## src/rtl/sub_pkg.sv

```systemverilog
// Shared definitions for the borrow-bypass subtractor slice.
//   - state_t : controller states (IDLE, RUN, DONE)
//   - SUB_WIDTH / SUB_SEG_W : default operand width and bits per segment
//   - n_seg() : number of segments for a given width/segment size
package sub_pkg;

    localparam int unsigned SUB_WIDTH = 32;
    localparam int unsigned SUB_SEG_W = 8;

    typedef enum logic [1:0] {
        IDLE = 2'd0,
        RUN  = 2'd1,
        DONE = 2'd2
    } state_t;

    function automatic int unsigned n_seg(input int unsigned width, input int unsigned seg_w);
        return width / seg_w;
    endfunction

endpackage

```

## src/rtl/seg_borrow_bypass.sv

```systemverilog
// Combinational SEG_W-bit subtract slice with borrow bypass.
// Ports:
//   a, b     : segment of minuend / subtrahend
//   bin      : borrow into the segment
//   d        : a - b - bin (modulo 2^SEG_W)
//   bout     : borrow out of the segment
//   all_prop : every bit propagates (a == b), so bout simply follows bin
module seg_borrow_bypass #(
    parameter int unsigned SEG_W = 8
) (
    input  logic [SEG_W-1:0] a,
    input  logic [SEG_W-1:0] b,
    input  logic             bin,
    output logic [SEG_W-1:0] d,
    output logic             bout,
    output logic             all_prop
);

    logic gen;

    // With equal segments the incoming borrow is the only thing that can
    // underflow, so it bypasses; otherwise the segment decides on its own.
    assign all_prop = &(a ^ ~b);
    assign gen      = (a < b);
    assign bout     = all_prop ? bin : gen;
    assign d        = a - b - SEG_W'(bin);

endmodule

```

## src/rtl/borrow_bypass_subtractor.sv

```systemverilog
// Multi-cycle WIDTH-bit subtractor: Diff = A - B, one SEG_W-bit segment per
// cycle (LS segment first) through a single time-multiplexed bypass slice.
// Optional build macro: SUB_SATURATE_EN clamps Diff to signed max/min on
// signed overflow (flags Zero/Neg follow the clamped value).
// Ports:
//   clk, rst             : clock, synchronous active-high reset
//   in_valid / in_ready  : operand handshake (accepted only in IDLE)
//   A, B                 : minuend, subtrahend
//   out_valid / out_ready: result handshake (held in DONE until accepted)
//   Diff                 : result
//   Bout, Zero, Neg, Ovf : unsigned borrow, zero, sign, signed overflow
module borrow_bypass_subtractor
    import sub_pkg::*;
#(
    parameter int unsigned WIDTH = SUB_WIDTH,
    parameter int unsigned SEG_W = SUB_SEG_W
) (
    input  logic             clk,
    input  logic             rst,
    input  logic             in_valid,
    output logic             in_ready,
    input  logic [WIDTH-1:0] A,
    input  logic [WIDTH-1:0] B,
    output logic             out_valid,
    input  logic             out_ready,
    output logic [WIDTH-1:0] Diff,
    output logic             Bout,
    output logic             Zero,
    output logic             Neg,
    output logic             Ovf
);

    localparam int unsigned N_SEG  = n_seg(WIDTH, SEG_W);
    localparam int unsigned SEG_CW = (N_SEG > 1) ? $clog2(N_SEG) : 1;

    state_t              state_q;
    logic [WIDTH-1:0]    a_q, b_q, diff_q;
    logic [SEG_CW-1:0]   seg_q;
    logic                borrow_q;
    logic                bout_q, zero_q, neg_q, ovf_q;

    logic [SEG_W-1:0]    seg_a, seg_b, seg_d;
    logic                seg_bout, seg_all_prop;
    logic [WIDTH-1:0]    diff_next, diff_final;
    logic                last_seg, ovf_next;

    always_comb begin
        seg_a = a_q[seg_q * SEG_W +: SEG_W];
        seg_b = b_q[seg_q * SEG_W +: SEG_W];
    end

    seg_borrow_bypass #(
        .SEG_W (SEG_W)
    ) u_seg (
        .a        (seg_a),
        .b        (seg_b),
        .bin      (borrow_q),
        .d        (seg_d),
        .bout     (seg_bout),
        .all_prop (seg_all_prop)
    );

    always_comb begin
        diff_next = diff_q;
        diff_next[seg_q * SEG_W +: SEG_W] = seg_d;
        last_seg = (seg_q == SEG_CW'(N_SEG - 1));
        ovf_next = (a_q[WIDTH-1] != b_q[WIDTH-1]) && (diff_next[WIDTH-1] != a_q[WIDTH-1]);
        diff_final = diff_next;
`ifdef SUB_SATURATE_EN
        // Clamp toward the sign of the minuend.
        if (ovf_next) begin
            diff_final = a_q[WIDTH-1] ? {1'b1, {(WIDTH-1){1'b0}}} : {1'b0, {(WIDTH-1){1'b1}}};
        end
`endif
    end

    always_ff @(posedge clk) begin
        if (rst) begin
            state_q  <= IDLE;
            a_q      <= '0;
            b_q      <= '0;
            diff_q   <= '0;
            seg_q    <= '0;
            borrow_q <= 1'b0;
            bout_q   <= 1'b0;
            zero_q   <= 1'b0;
            neg_q    <= 1'b0;
            ovf_q    <= 1'b0;
        end else begin
            case (state_q)
                IDLE: begin
                    if (in_valid) begin
                        a_q      <= A;
                        b_q      <= B;
                        borrow_q <= 1'b0;
                        seg_q    <= '0;
                        state_q  <= RUN;
                    end
                end
                RUN: begin
                    borrow_q <= seg_bout;
                    if (last_seg) begin
                        diff_q  <= diff_final;
                        bout_q  <= seg_bout;
                        zero_q  <= (diff_final == '0);
                        neg_q   <= diff_final[WIDTH-1];
                        ovf_q   <= ovf_next;
                        seg_q   <= '0;
                        state_q <= DONE;
                    end else begin
                        diff_q <= diff_next;
                        seg_q  <= seg_q + SEG_CW'(1);
                    end
                end
                DONE: begin
                    if (out_ready) begin
                        state_q <= IDLE;
                    end
                end
                default: state_q <= IDLE;
            endcase
        end
    end

    assign in_ready  = (state_q == IDLE);
    assign out_valid = (state_q == DONE);
    assign Diff      = diff_q;
    assign Bout      = bout_q;
    assign Zero      = zero_q;
    assign Neg       = neg_q;
    assign Ovf       = ovf_q;

endmodule
```

## config.mk

```make
export PLATFORM = sky130hd
export DESIGN_NAME = borrow_bypass_subtractor
export DESIGN_NICKNAME = d
export VERILOG_FILES = /design/src/rtl/sub_pkg.sv /design/src/rtl/seg_borrow_bypass.sv /design/src/rtl/borrow_bypass_subtractor.sv
export SDC_FILE = /design/constraint.sdc
export NUM_CORES = 1
export LEC_CHECK = 0
export CELL_PAD_IN_SITES_DETAIL_PLACEMENT = 1
export CELL_PAD_IN_SITES_GLOBAL_PLACEMENT = 1
export CORE_MARGIN = 2
export CORE_UTILIZATION = 34
export DETAILED_ROUTE_END_ITERATION = 12
export HOLD_SLACK_MARGIN = 0.03
export PLACE_DENSITY_LB_ADDON = 0.1
export SLEW_MARGIN = 5
export SYNTH_ARGS = -nofsm -noshare
export SYNTH_HDL_FRONTEND = slang
export SYNTH_SLANG_ARGS = --single-unit
```

## constraint.sdc

```tcl
create_clock -name clk -period 3.78 [get_ports clk]
set_clock_uncertainty 0.2 [all_clocks]
set_input_delay 0.378 -clock clk [delete_from_list [all_inputs] [get_ports clk]]
set_output_delay 0.378 -clock clk [all_outputs]
set_load 0.01 [all_outputs]
```

==> summary.txt <==
Place
  • Routability cong.: 0.834
  • Post-DP HPWL: between 10 and 15 mm
  • Buffers on Ports: about 110
  • Placed cells: around 870

Routing
  • Vias: between 4000 and 5000
  • Drt pass-1 iters: 4
  • 1st-iter DRT viols: 181
  • DRC Markers: 0
  • Final ANT Viol Nets: 0
  • WL per Instance: approximately 17 um
  • Number of vias per cell: just over 5
  • Final WL: ~15 mm

CTS
  • CTS tree: done
  • Clock buffer depth: 2
  • CTS H-tree depth: 3
  • Clk root buf: clkbuf_16
  • Worst-path clk slew: 0.07 ns
  • Setup bufs post-CTS: 0
  • Hold buffers post-CTS: 0
  • Clock sinks: 105
  • Clock Latency Late Sink: roughly 0.36 ns
  • Post-CTS Resized: 0
  • CTS buffer count: 9

Global route
  • Initial antenna violation count: 0
  • Aggregate global-route resource usage: about a fifth
  • GRT overflow: 0
  • Largest net degree at the start of global routing: 67
  • Vias in the first global route: about 4500
  • First-pass GRT wire length: approximately 24 mm

Power
  • Clock group share of total power: 35.6%
  • Flop pwr share: around 39%
  • Max rail drop VDD: between 0.2 and 0.3 mV
  • Net Switching: roughly 900 uW
  • Leakage Power: approximately 2.5 nW
  • P per Cell Area: 457 nW/um2
  • Switching share of power: between 20 and 30%
  • Comb pwr share: between 20% and 30%
  • Int Power: between 2 and 2.5 mW

Synthesis
  • Top_reg_cell synth: dfxtp_1
  • Mapped Area: roughly 5000 um2
  • Post-synthesis sequential area ratio: between 40% and 50%
  • Synth cell types: ~50
  • Post-Synthesis Cells: approximately 600
  • Yosys warning total: 0
  • Syn_nets: between 600 and 700
  • Post-synth EDFFs: 0
  • Syn Area/Cell: between 8 and 9 um2
  • Synthesis-stage register bit count: between 100 and 150
  • Fraction of registers with async set/reset: 0%

Worst setup path
  • Worst setup path start: seg_q[0]$_SDFFE_PP0P_
  • Crit Path Max Fanout: 5
  • R2r startpoint: seg_q[0]$_SDFFE_PP0P_
  • CP Data Arrival Time: 3.65 ns
  • Critical setup path kind: reg -> reg
  • Critical path startpoint category: flop
  • WP data required: 3.86 ns
  • CP endpoint kind: flop

Floorplanning
  • Initial cell density of the core: 34.7%
  • Boundary pin count: ~110
  • Die Ht: around 130 um
  • Die width: ~130 um
  • Core area: 14500 um2
  • Row cnt: between 40 and 50
  • Die area: 15800 um2

Status
  • Status: complete, no violations

STA
  • Max Clk Rate: about 280 MHz
  • Fin crit period: approximately 3.6 ns
  • Accumulated negative setup slack: 0 ns
  • Final setup vio count: 0
  • RSZ-0062 raised after global routing: no
  • Final period util: 94.3%
  • Max_slew headroom: 19.9%
  • Fin. Hold Viols: 0
  • Worst Max-Slew Pin Slew: between 1 and 1.5 ns
  • Max Slew Vio Count: 0

Worst hold path
  • Hold Crit Start: b_q[15]$_SDFFE_PP0P_
  • HP Class: reg -> reg

Cells and area
  • Antenna diode count: 0
  • Most common cell after layout, fill and taps aside: nand2_1
  • Proportion of layout cells with a drive suffix above 1: under 10%
  • Most frequent cells in the layout: 143 x nand2_1, 104 x clkdlybuf4s50_1, 103 x dfxtp_1
  • Nets: ~800
  • Final Util: a little under half
  • Area Growth Syn to Fin: 32.7%
  • Final Non-Filler Cells: ~900

Job
  • Max cap viols: 0
## state kept, by name, indices dropped and copies added (netlist names)
signal	flops
Ovf	1
Bout	1
Diff	32
state_q	2
borrow_q	1
Zero	1
b_q	32
seg_q	2
a_q	32
Neg	1
## critical path: stages (launching register included)
cell	delay, ns
dfxtp_2	0.39
buf_4	0.18
mux4_2	0.53
inv_1	0.07
ha_1	0.14
inv_1	0.04
ha_1	0.25
or2_2	0.33
a21o_1	0.20
a31o_1	0.23
a21oi_2	0.17
xnor2_2	0.15
a22oi_4	0.10
or3_1	0.33
a211oi_2	0.17
## area by class of cell
type	count	area [um2]
tap	184	230
timing repair buffer	123	1190
clock inverter	6	116
fill	1710	7810
sequential	105	2100
inverter	29	109
clock buffer	10	229
multi-input combinational	427	2690
## power by group through the flow
stage | registers [mW] | logic, mW | clock network (mW)
floorplan | 1.21 | 0.440 | 0
global placement | 1.22 | 0.748 | 0
detailed placement | 1.23 | 0.763 | 0
CTS | 1.20 | 0.767 | 1.11
global route | 1.21 | 0.843 | 1.16
finish | 1.20 | 0.766 | 1.08
## per-stage QoR
step	cell area [um2]	worst slack, ns	power (mW)	hold WS (ns)
floorplan	5030	0.0235	1.65	0.233
global placement	6300	0.187	1.97	0.247
detailed placement	6300	0.110	1.99	0.248
CTS	6650	0.0513	3.07	0.258
global route	6670	0.0193	3.20	0.274
finish	6670	0.215	3.05	0.257
## Yosys cell counts (5+ instances only)
cell	count	share of area (%)
a22oi_1	30	4.5
nand3b_1	5	0.75
a21oi_1	83	8.3
a211oi_1	5	0.75
clkbuf_1	25	1.9
o21ai_0	5	0.50
nor2_1	46	3.4
mux4_2	15	6.7
inv_1	29	2.2
dfxtp_1	105	42
nor4_1	6	0.75
nor2b_1	8	1.0
ha_1	24	6.0
nand2_1	144	11
buf_1	6	0.45
nand2b_1	9	1.1
## final timing paths
path / to / slack [ns] / cells past startpoint
max: Ovf$_SDFFE_PP0P_ / 0.22 / 14
min: b_q[15]$_SDFFE_PP0P_ / 0.26 / 2
max reg2reg: Ovf$_SDFFE_PP0P_ / 0.22 / 14
min reg2reg: b_q[15]$_SDFFE_PP0P_ / 0.26 / 2
## routing by layer
layer	routed length (um)	track usage, %	up-vias	part of all wire [%]
met5	0	0	-	0
met1	6790	25.0	2187	46
met2	7180	32.0	81	49
li1	-	-	2238	-
met3	519	2.74	11	3.5
met4	189	6.01	0	1.3
## cell families (layout without fill, tap and decap cells)
kind of cell	after synthesis	in the layout	synth area share, %
compound gates	140	140	17.2
xor+xnor	6	6	1.20
fa+ha+maj	26	26	6.78
buf+inv	63	168	4.91
flops	105	105	41.9
mux	19	19	7.67
simple gates	236	236	20.4
Note: power is estimated with default switching activity, not from simulation.
